===== src/rtl/trace_collide_pkg.sv =====
// Shared constants and FSM encoding for the trail collision checker.
// Grid geometry is fixed: 480 rows by 640 columns on a 799-cell row stride.
package trace_collide_pkg;

    localparam int COORD_W = 10;
    localparam int ADDR_W  = 19;

    localparam logic [ADDR_W-1:0]  GRID_STRIDE = 19'd799;
    localparam logic [COORD_W-1:0] X_MAX       = 10'd479;
    localparam logic [COORD_W-1:0] Y_MAX       = 10'd639;

    typedef enum logic [2:0] {
        IDLE,
        RD1,
        RD2,
        WAIT,
        DONE,
        HALT
    } state_t;

endpackage


===== src/rtl/trace_collide_grid_addr.sv =====
// Maps a head position (row x, column y) to its grid memory address
// and flags positions that fall outside the playfield.
module grid_addr
    import trace_collide_pkg::*;
(
    input  logic [COORD_W-1:0] x,
    input  logic [COORD_W-1:0] y,
    output logic [ADDR_W-1:0]  addr,
    output logic               oob
);

    logic [ADDR_W-1:0] x_ext;
    logic [ADDR_W-1:0] y_ext;

    // Widen before multiplying so the row product keeps all 19 bits.
    assign x_ext = {{(ADDR_W-COORD_W){1'b0}}, x};
    assign y_ext = {{(ADDR_W-COORD_W){1'b0}}, y};
    assign addr  = x_ext * GRID_STRIDE + y_ext;
    assign oob   = (x > X_MAX) || (y > Y_MAX);

endmodule


===== src/rtl/trace_collide.sv =====
// Checks both players' next head positions against the trail grid and the
// playfield bounds, then either commits the move or halts with crash flags.
module trace_collide
    import trace_collide_pkg::*;
(
    input  logic               clock,
    input  logic               reset,
    input  logic               move_valid,
    input  logic [COORD_W-1:0] new_x1,
    input  logic [COORD_W-1:0] new_y1,
    input  logic [COORD_W-1:0] new_x2,
    input  logic [COORD_W-1:0] new_y2,
    output logic               rd_en,
    output logic [ADDR_W-1:0]  rd_addr,
    input  logic               rd_data,
    output logic               busy,
    output logic               done,
    output logic               crash1,
    output logic               crash2,
    output logic               commit
);

    state_t state, state_nxt;

    logic [COORD_W-1:0] x1, y1, x2, y2;
    logic [ADDR_W-1:0]  addr1, addr2;
    logic               oob1, oob2;
    logic               hit1;
    logic               any_crash;
    logic               same_cell;
    logic               check1, check2;

    grid_addr u_addr1 (.x(x1), .y(y1), .addr(addr1), .oob(oob1));
    grid_addr u_addr2 (.x(x2), .y(y2), .addr(addr2), .oob(oob2));

    // A head-on meeting kills both players regardless of the grid contents.
    assign same_cell = (x1 == x2) && (y1 == y2);
    assign check1    = oob1 | hit1 | same_cell;
    assign check2    = oob2 | (rd_data & ~oob2) | same_cell;

    // NOTE: sequential state uses non-blocking assignments so every register
    // samples the pre-edge values, independent of statement order.
    always_ff @(posedge clock) begin
        if (reset) begin
            state     <= IDLE;
            x1        <= '0;
            y1        <= '0;
            x2        <= '0;
            y2        <= '0;
            hit1      <= 1'b0;
            any_crash <= 1'b0;
            crash1    <= 1'b0;
            crash2    <= 1'b0;
        end else begin
            state <= state_nxt;
            if (state == IDLE && move_valid) begin
                x1 <= new_x1;
                y1 <= new_y1;
                x2 <= new_x2;
                y2 <= new_y2;
            end
            if (state == RD2) begin
                hit1 <= rd_data & ~oob1;
            end
            // Player 2's read returns in WAIT, so the verdict is registered
            // on the way into DONE and is visible alongside the done pulse.
            if (state == WAIT) begin
                crash1    <= crash1 | check1;
                crash2    <= crash2 | check2;
                any_crash <= check1 | check2;
            end
        end
    end

    // NOTE: every output of this block gets a default first, so no path
    // through the case statement can leave one unassigned and infer a latch.
    always_comb begin
        state_nxt = state;
        rd_en     = 1'b0;
        rd_addr   = '0;
        busy      = 1'b1;
        done      = 1'b0;
        commit    = 1'b0;
        case (state)
            IDLE: begin
                busy = 1'b0;
                if (move_valid) state_nxt = RD1;
            end
            RD1: begin
                rd_en     = ~oob1;
                rd_addr   = oob1 ? '0 : addr1;
                state_nxt = RD2;
            end
            RD2: begin
                rd_en     = ~oob2;
                rd_addr   = oob2 ? '0 : addr2;
                state_nxt = WAIT;
            end
            WAIT: state_nxt = DONE;
            DONE: begin
                done      = 1'b1;
                commit    = ~any_crash;
                state_nxt = (crash1 | crash2) ? HALT : IDLE;
            end
            HALT:    state_nxt = HALT;
            default: state_nxt = IDLE;
        endcase
    end

endmodule


===== config.mk =====
export PLATFORM = sky130hd
export DESIGN_NAME = trace_collide
export DESIGN_NICKNAME = d
export VERILOG_FILES = /design/src/rtl/trace_collide_pkg.sv /design/src/rtl/trace_collide_grid_addr.sv /design/src/rtl/trace_collide.sv
export SDC_FILE = /design/constraint.sdc
export NUM_CORES = 1
export LEC_CHECK = 0
export ABC_AREA = 0
export CORE_UTILIZATION = 30
export DETAILED_ROUTE_END_ITERATION = 8
export DONT_BUFFER_PORTS = 1
export PLACE_DENSITY_LB_ADDON = 0.1
export SKIP_LAST_GASP = 1
export SYNTH_ARGS = -nofsm -noshare
export SYNTH_HDL_FRONTEND = slang
export SYNTH_HIERARCHICAL = 1
export SYNTH_SLANG_ARGS = --single-unit

===== constraint.sdc =====
create_clock -name clock -period 4.8 [get_ports clock]
set_input_delay 0.24 -clock clock [delete_from_list [all_inputs] [get_ports clock]]
set_output_delay 0.24 -clock clock [all_outputs]
set_load 0.005 [all_outputs]

==> flow_summary.yaml, run 1 <==
power_and_ir_drop:
  vdd_drop_max_mv: 0.225
  combPwrFrac: 0.729
  p_leak_nw: 4.78
  switching_share: 0.458
  p_switching_w: 0.00151
  p_clk_frac: 0.128
  cellPowerDensity_mw_per_mm2: 352
  p_int_w: 0.00178
  power_w: 0.00330
  pwr-share-seq: 0.143
synth:
  syn-num-nets: 1161
  synth.distinct_cells: 57
  ys_warn_count: 6
  synth.largest_area_cell: "ha_1"
  synth-main-ff-cell: "dfxtp_1"
  async_flop_share: 0
  synth-seq-cells: 47
  synth-edff-count: 0
  synthTopCellsByCount: "inv_1 (180), ha_1 (148), nand2_1 (99), fa_1 (82), a21oi_1 (75)"
  syn_inst: 887
  avgSynthCellArea_um2: 8.66
  yosys.cell_count.top_type: "inv_1"
  synth_area_leaders: "ha_1 (24%), fa_1 (21%), dfxtp_1 (12%)"
  netlist_area_mm2: 0.00768
  synth_seq_area_share: 0.123
  yosys.area.top_type_share: 0.241
clock_network:
  clkSinkCount: 47
  cts-buffers-inserted: 5
  worstSkewPairLatency_ns: 0.29
  cts_tree: "done"
  cts.clk_slew.worst_paths_ns: 0.07
  clk_path_buf_depth: 2
  cts-root-buf: "clkbuf_16"
  h-tree-depth: 2
detailed_routing:
  vias: 5990
  drc: 0
  dr.pass1.iters: 4
  detail-route-antenna-nets: 0
  dr.first_iter.drc_count: 297
  wl_um: 21300
  wl_per_cell_um: 16.5
  viasPerCell: 4.64
worst_setup_path:
  cp.arrival_ns: 4.67
  cp-end-kind: "primary output"
  cpMostUsedCell: "fa_1"
  critPathKind: "flip-flop to primary output"
  critPathMaxFanout: 4
  critPathTopFamily: "adder cells"
  cpPeakStageDelay_ns: 0.52
  slowest_stage: "fa_1"
  cp_cell_sequence: "buf_4, ha_2, xor2_1, ha_1, fa_1, fa_1, inv_1, fa_1, inv_2, ha_4, and3_1, a211o_1, a21oi_2, o21ai_2, a311o_1, a22o_1"
  start_kind: "flip-flop"
  worstPathRequired_ns: 4.56
  path_buf_inv: 3
final_layout:
  multi_input_area_mm2: 0.00636
  utilization: 0.371
  register_area_um2: 992
  drive_above_1_share: 0.221
  fillers: 2631
  area_growth_pct: 21.7
  stdcell_count: 1291
  num-nets-final: 1234
  antennaDiodeCount: 0
  final_cell_area_mm2: 0.00935
timing:
  fin_crit_ns: 4.91
  fmax_ghz: 0.204
  skew_ns: 0.00697
  setup_viol: 6
  relSlewSlack: 0.673
  period_share: 1.02
  slew_viol_final: 0
  finalWorstSetupSlack_ns: -0.114
  rsz0062_at_grt: "true"
  finalHoldViolCount: 0
  worst_slew_pin_slew_ns: 0.491
grt:
  grt_max_degree: 49
  first_global_vias: 6052
  grt_pass1_wl_um: 33900
  gr-total-overflow: 0
  antenna_found_initial: 0
  gr-usage-all-layers: 0.168
floorplanning:
  core_area_mm2: 0.0252
  io_pins: 69
  fp.dieH_um: 162
  start_util: 0.305
  die_x_um: 162
  rows: 58
  dieArea_mm2: 0.0262
outcome:
  status: "complete, but fails checks"
  violations: "setup timing"
min_path:
  hold_class: "input pin to flip-flop"
place:
  place_congestion: 0.815
  dp.cells: 1256
  hpwlAfterDp_um: 18200
  dpl-instance-area_mm2: 0.00848
  post-place-ws_ns: -0.0840
  portBuffers: 0
run:
  drv_cap: 0
## worst paths after layout
kind               from           to  slack [ns]  cells past startpoint
setup / recovery  x2[1]  rd_addr[15]       -0.11                     16
hold / removal    reset        x2[7]        0.01                      1
setup reg to reg  x1[6]    any_crash        2.61                     11
hold reg to reg   y2[5]        y2[5]        0.50                      2
## through the flow
stage | TNS (ns) | hold WS [ns]
2_1_floorplan | 0 | 0.376
3_3_place_gp | -0.105 | 0.316
3_5_place_dp | -0.111 | 0.317
4_1_cts | -0.391 | 0.000697
5_1_grt | -1.40 | 0.00460
6_report | -0.231 | 0.00966
## kinds of logic after synthesis
kind of cell | count (synthesis) | synth area share
fa+ha+maj | 230 | 0.455
buf+inv | 206 | 0.102
compound gates | 173 | 0.150
simple gates | 173 | 0.104
xor+xnor | 57 | 0.0650
flops | 47 | 0.123
mux | 1 | 0.00147
## worst reg2reg max path, cell delays in order, from the launching register on
cell	delay [ns]
dfxtp_4	0.38
buf_6	0.13
buf_4	0.12
buf_4	0.13
ha_1	0.24
nand2_1	0.09
o21ai_0	0.08
o21ai_0	0.12
nand2_1	0.21
nor3_1	0.22
a21oi_1	0.08
or2_2	0.29
## cell usage in the layout, fill, tap and decap left out, drive strengths merged, types with 3 or more instances in the layout
cell type  instances
inv              181
ha               148
nand2             99
buf               90
fa                82
a21oi             77
dfxtp             47
xor2              35
o21ai             24
nor2              23
xnor2             22
a22o              19
a21o              13
nor3               9
o211ai             8
nand3              6
clkbuf             6
o21a               6
nor4               6
and2               5
a211oi             5
o311ai             4
a31oi              4
and3               4
nor3b              3
nand4              3
or2                3
## layout make-up
| cell class | instances | area share |
|---|---|---|
| clock inverters | 2 | 0.00415 |
| well taps | 330 | 0.0442 |
| clock buffers | 6 | 0.0149 |
| inverters | 180 | 0.0728 |
| repair buffers | 92 | 0.0773 |
| multi-input cells | 634 | 0.681 |
| flip-flops and latches | 47 | 0.106 |
## registers in the layout, indices dropped and copies added (netlist names)
name       cells
x1            10
hit1           1
any_crash      1
crash2         1
state          3
y2            10
y1            10
x2            10
crash1         1
## per-layer routing
metal | share of wire | vias up | GRT usage
met5 | 0 | - | 0
met2 | 0.46 | 70 | 0.272
met1 | 0.50 | 2873 | 0.248
met4 | 0.0038 | 0 | 0.0180
li1 | - | 3041 | -
met3 | 0.030 | 6 | 0.0161
## power groups by stage
stage / sequential (W) / combinational (W) / clock, W
floorplan: 0.000474 / 0.00140 / 0
global placement: 0.000482 / 0.00208 / 0
detailed placement: 0.000482 / 0.00207 / 0
CTS: 0.000473 / 0.00235 / 0.000429
global route: 0.000476 / 0.00271 / 0.000445
finish: 0.000470 / 0.00240 / 0.000422
## repair_timing
item / CTS / global route
resized for setup: 81 / 36
endpoints found under the hold margin: 3 / 2
hold buffers: 1 / 1
setup buffers: 13 / 14
pin swaps: 55 / 54
setup endpoints to repair: 12 / 11
cloned: 0 / 0
Power figures use the tool's default switching activity.
==> inputs of run 2 (changes only) <==
--- a/config.mk
+++ b/config.mk
@@ -13,5 +13,4 @@
 export SKIP_LAST_GASP = 1
 export SYNTH_ARGS = -nofsm -noshare
 export SYNTH_HDL_FRONTEND = slang
-export SYNTH_HIERARCHICAL = 1
 export SYNTH_SLANG_ARGS = --single-unit
==> flow_summary.yaml, run 2 <==
final_layout:
  num-nets-final: 1219
  antennaDiodeCount: 0
  layout_common_cells: "inv_1 (159), ha_1 (125), nand2_1 (107)"
  area_growth_pct: 20.7
  multi_input_area_mm2: 0.00631
  layout_commonest_cell: "inv_1"
  fillers: 2624
  drive_above_1_share: 0.203
  register_area_um2: 987
  final_cell_area_mm2: 0.00918
place:
  dpl-instance-area_mm2: 0.00835
  post-place-ws_ns: 0.0138
  portBuffers: 0
  place_congestion: 0.815
  hpwlAfterDp_um: 18800
timing:
  setup_viol: 1
  rsz0062_at_grt: "true"
  worst_slew_pin_slew_ns: 1.08
  fin_crit_ns: 4.83
  finalHoldViolCount: 0
  fmax_ghz: 0.207
  hold_ws_ns: 0.00656
  period_share: 1.01
  relSlewSlack: 0.275
  skew_ns: 0.0102
  finalWorstSetupSlack_ns: -0.0251
  slew_viol_final: 0
clock_network:
  h-tree-depth: 2
  clk_path_buf_depth: 2
  cts_tree: "done"
  clkSinkCount: 47
  cts-buffers-inserted: 5
  cts.clk_slew.worst_paths_ns: 0.06
  worstSkewPairLatency_ns: 0.29
  cts-root-buf: "clkbuf_16"
grt:
  grt_pass1_wl_um: 34900
  gr-total-overflow: 0
  antenna_found_initial: 0
  gr-usage-all-layers: 0.173
  grt_max_degree: 49
  first_global_vias: 6146
worst_setup_path:
  timing.rr.end: "crash1"
  slowest_stage: "fa_1"
  critPathMaxFanout: 7
  path_buf_inv: 5
  critPathTopFamily: "adder cells"
  r2r_cells: 9
  cpPeakStageDelay_ns: 0.54
  crit_end: "rd_addr[18]"
  worstPathRequired_ns: 4.56
  reg2reg_setup_slack_ns: 2.80
  cp.arrival_ns: 4.59
  crit_cells: 17
  crit_start: "x2[3]"
  cp_cell_sequence: "buf_4, ha_1, inv_1, fa_1, inv_1, fa_1, fa_1, ha_1, ha_1, buf_4, nand4_1, nand2b_1, o32ai_1, a21oi_2, xnor2_2, o22ai_1, buf_4"
  r2r-start: "x1[9]"
  cp-end-kind: "primary output"
  start_kind: "flip-flop"
  critPathKind: "flip-flop to primary output"
detailed_routing:
  wl_um: 22100
  dr.pass1.iters: 4
  vias: 5989
  viasPerCell: 4.72
  dr.first_iter.drc_count: 229
  wl_per_cell_um: 17.4
  detail-route-antenna-nets: 0
  drc: 0
min_path:
  hold_class: "input pin to flip-flop"
  min_from: "reset"
floorplanning:
  fp.dieH_um: 161
  io_pins: 69
  core_area_mm2: 0.0246
  die_x_um: 161
  start_util: 0.309
  rows: 57
  dieArea_mm2: 0.0260
power_and_ir_drop:
  cellPowerDensity_mw_per_mm2: 355
  vdd_drop_max_mv: 0.145
  p_leak_nw: 4.58
synth:
  synth-seq-cells: 47
  yosys.area.top_type_share: 0.243
  synthTopCellsByCount: "inv_1 (180), ha_1 (148), nand2_1 (107), fa_1 (82), a21oi_1 (76)"
  synth_seq_area_share: 0.124
  synth-main-ff-cell: "dfxtp_1"
  netlist_area_mm2: 0.00761
  synth-edff-count: 0
  synth_area_leaders: "ha_1 (24%), fa_1 (22%), dfxtp_1 (12%)"
  synth.largest_area_cell: "ha_1"
  async_flop_share: 0
  ys_warn_count: 0
  avgSynthCellArea_um2: 8.58
  syn-num-nets: 1160
  yosys.cell_count.top_type: "inv_1"
  syn_inst: 886
  synth.distinct_cells: 56
run:
  drv_cap: 0
outcome:
  violations: "setup timing"
  status: "complete, but fails checks"
[run 2: cell families after synthesis]
kind of cell | after synthesis | synth area share
AO/OA/AOI/OAI | 168 | 0.139
buffers and inverters | 209 | 0.108
AND/OR/NAND/NOR | 169 | 0.0969
multiplexers | 1 | 0.00132
adder cells (fa/ha/maj) | 230 | 0.459
flip-flops | 47 | 0.124
XOR/XNOR | 62 | 0.0714
[run 2: per-stage QoR]
| stage | utilization | total power (W) | cells | setup TNS, ns |
|---|---|---|---|---|
| floorplan | - | 0.00182 | 886 | 0 |
| global placement | 0.339 | 0.00249 | 1244 | -0.00180 |
| detailed placement | 0.339 | 0.00247 | 1244 | 0 |
| CTS | 0.363 | 0.00313 | 1260 | -0.00445 |
| global route | 0.373 | 0.00360 | 1269 | -0.835 |
| finish | 0.373 | 0.00326 | 1269 | -0.0251 |
[run 2: layout make-up]
cell class                      count  share of cell area
Multi-Input combinational cell    630               0.687
Sequential cell                    47               0.107
Inverter                          180              0.0749
Timing Repair Buffer               81              0.0708
Tap cell                          324              0.0441
Clock buffer                        5              0.0136
Clock inverter                      2             0.00150
[run 2: repair_timing]
| action | 4_1_cts | 5_1_grt |
|---|---|---|
| hold buffers | 0 | 3 |
| resized for setup | 89 | 54 |
| setup buffers | 10 | 7 |
| pin swaps | 45 | 49 |
| setup endpoints to repair | 10 | 10 |
| endpoints found under the hold margin | 0 | 6 |
[run 2: power breakdown]
group	leakage, nW	internal (W)	switching, W
clock network	0.0696	0.000190	0.000152
registers	0.395	0.000423	0.0000464
logic	4.11	0.00113	0.00132
total	4.58	0.00175	0.00151
[run 2: worst min path at each step]
stage | cells past startpoint | to | slack [ns]
floorplan | 2 | y1[4] | 0.38
global placement | 1 | x2[0] | 0.32
detailed placement | 1 | y1[0] | 0.32
CTS | 1 | x2[6] | 0.0006
global route | 1 | x1[2] | 0.001
finish | 1 | x2[0] | 0.007
[run 2: worst register-to-register path, cell delays in order (launching register included)]
cell,delay (ns)
dfxtp_4,0.39
buf_4,0.20
inv_1,0.13
ha_1,0.21
and4_1,0.20
nand2_1,0.06
a32o_1,0.24
nand2_1,0.13
nor4_1,0.25
nor3_1,0.08
[run 2: metal layers]
| metal | global-route usage | share of wire | vias up |
|---|---|---|---|
| met3 | 0.0126 | 0.023 | 7 |
| li1 | - | - | 2993 |
| met4 | 0.0223 | 0.0057 | 0 |
| met5 | 0 | 0 | - |
| met1 | 0.253 | 0.49 | 2920 |
| met2 | 0.285 | 0.48 | 69 |
==> inputs of run 3 (changes only) <==
--- a/config.mk
+++ b/config.mk
@@ -6,10 +6,12 @@
 export NUM_CORES = 1
 export LEC_CHECK = 0
 export ABC_AREA = 0
+export CORE_ASPECT_RATIO = 1.75
 export CORE_UTILIZATION = 30
 export DETAILED_ROUTE_END_ITERATION = 8
 export DONT_BUFFER_PORTS = 1
 export PLACE_DENSITY_LB_ADDON = 0.1
+export SETUP_SLACK_MARGIN = 0.02
 export SKIP_LAST_GASP = 1
 export SYNTH_ARGS = -nofsm -noshare
 export SYNTH_HDL_FRONTEND = slang
==> constraint.sdc (replaced) <==
create_clock -name clock -period 4.3 [get_ports clock]
set_input_delay 0.215 -clock clock [delete_from_list [all_inputs] [get_ports clock]]
set_output_delay 0.215 -clock clock [all_outputs]
set_load 0.005 [all_outputs]
==> flow_summary.yaml, run 3 (synthesis results as in run 2) <==
outcome:
  status: "complete, but fails checks"
  violations: "setup timing"
worst_setup_path:
  critPathKind: "flip-flop to primary output"
  worstPathRequired_ns: 4.09
  cp.arrival_ns: 4.60
  start_kind: "flip-flop"
  cp-end-kind: "primary output"
  critPathMaxFanout: 5
final_layout:
  area_growth_pct: 34.1
  layout_commonest_cell: "buf_4"
  drive_above_1_share: 0.303
  layout_common_cells: "buf_4 (167), inv_1 (150), ha_1 (118)"
  antennaDiodeCount: 0
  num-nets-final: 1321
  utilization: 0.413
detailed_routing:
  wl_um: 24200
  vias: 6429
  detail-route-antenna-nets: 0
  viasPerCell: 4.73
  dr.pass1.iters: 4
  drc: 0
  wl_per_cell_um: 17.8
  dr.first_iter.drc_count: 208
place:
  portBuffers: 0
  hpwlAfterDp_um: 20800
  place_congestion: 0.828
timing:
  finalWorstSetupSlack_ns: -0.512
  period_share: 1.12
  relSlewSlack: 0.506
  worst_slew_pin_slew_ns: 0.734
  fin_crit_ns: 4.81
  finalHoldViolCount: 0
  hold_ws_ns: 0.0206
  setup_viol: 13
  slew_viol_final: 0
  rsz0062_at_grt: "true"
  skew_ns: 0.00728
  fmax_ghz: 0.208
grt:
  busiest_layer: "met2"
  use_met3: 0.0185
  grt_util_met2: 0.379
  gr-total-overflow: 0
  grt_pass1_wl_um: 37300
  first_global_vias: 6947
  antenna_found_initial: 0
  grt_max_degree: 46
  use_met1: 0.212
  gr-usage-all-layers: 0.193
run:
  drv_cap: 0
power_and_ir_drop:
  vdd_drop_max_mv: 0.298
  power_w: 0.00419
  p_leak_nw: 5.19
  cellPowerDensity_mw_per_mm2: 411
floorplanning:
  core_area_mm2: 0.0247
  start_util: 0.308
  rows: 76
  dieArea_mm2: 0.0260
  fp.dieH_um: 213
  die_x_um: 122
  io_pins: 69
clock_network:
  cts_tree: "done"
  cts-buffers-inserted: 5
  clkSinkCount: 47
  cts.clk_slew.worst_paths_ns: 0.07
  cts-root-buf: "clkbuf_16"
  clk_path_buf_depth: 2
  h-tree-depth: 2
  worstSkewPairLatency_ns: 0.30
min_path:
  hold_class: "input pin to flip-flop"
==> run 3: cell types whose count changed in the layout (fill, tap and decap cells not counted), sizes merged <==
cell	before	now
dlygate4sd3	3	1
inv	179	181
bufinv	0	1
buf	78	182
clkinv	3	1
==> run 3: path summary, 6_finish.rpt <==
check / cells after the start / start / slack, ns / to
worst min register to register: 2 / y1[4] / 0.50 / y1[4]
worst max register to register: 9 / x2[9] / 2.00 / any_crash
worst max-delay path: 17 / x1[1] / -0.51 / rd_addr[16]
worst min-delay path: 1 / reset / 0.02 / crash2
==> run 3: final cells by class <==
cell class,instances,area [um^2]
Clock buffer,5,125
Clock inverter,3,42.5
Fill cell,2571,14500
Inverter,180,691
Multi-Input combinational cell,630,6490
Sequential cell,47,986
Tap cell,312,390
Timing Repair Buffer,183,1480
==> run 3: power breakdown <==
part           switching, W  total [W]  internal, W
Sequential        0.0000477   0.000519     0.000471
Clock              0.000183   0.000458     0.000275
Combinational       0.00164    0.00321      0.00158
Total               0.00187    0.00419      0.00232
==> run 3: timing repair <==
item	in CTS	in global routing
pin swaps	78	30
buffers inserted	20	7
setup endpoints to repair	13	14
hold endpoints to repair	45	0
resized for setup	124	23
hold buffers	2	0
==> run 3: metrics by stage <==
stage / setup TNS, ns / setup slack [ns] / instances / cell area (um^2)
final: -4.86 / -0.512 / 1360 / 10200
after global routing: -7.09 / -0.671 / 1360 / 10200
after CTS: -5.26 / -0.530 / 1356 / 10100
after detailed placement: -4.44 / -0.566 / 1328 / 9160
after global placement: -4.41 / -0.533 / 1328 / 9160
after floorplan: -0.0240 / -0.0240 / 886 / 7670
==> run 3: routing by layer <==
metal	share of wire	vias to the layer above
met1	0.38	3115
li1	-	3192
met4	0.031	0
met2	0.57	88
met3	0.027	34
met5	0	-
==> run 3: worst max-delay path: stages (launching register included) <==
cell      delay (ns)
dfxtp_4         0.36
buf_4           0.14
ha_4            0.27
xor2_1          0.16
ha_1            0.30
fa_1            0.48
fa_1            0.52
inv_1           0.05
fa_1            0.53
inv_2           0.05
ha_4            0.29
buf_4           0.11
nand4_1         0.20
o311ai_4        0.34
buf_4           0.16
xnor2_2         0.10
o22ai_1         0.08
buf_4           0.15
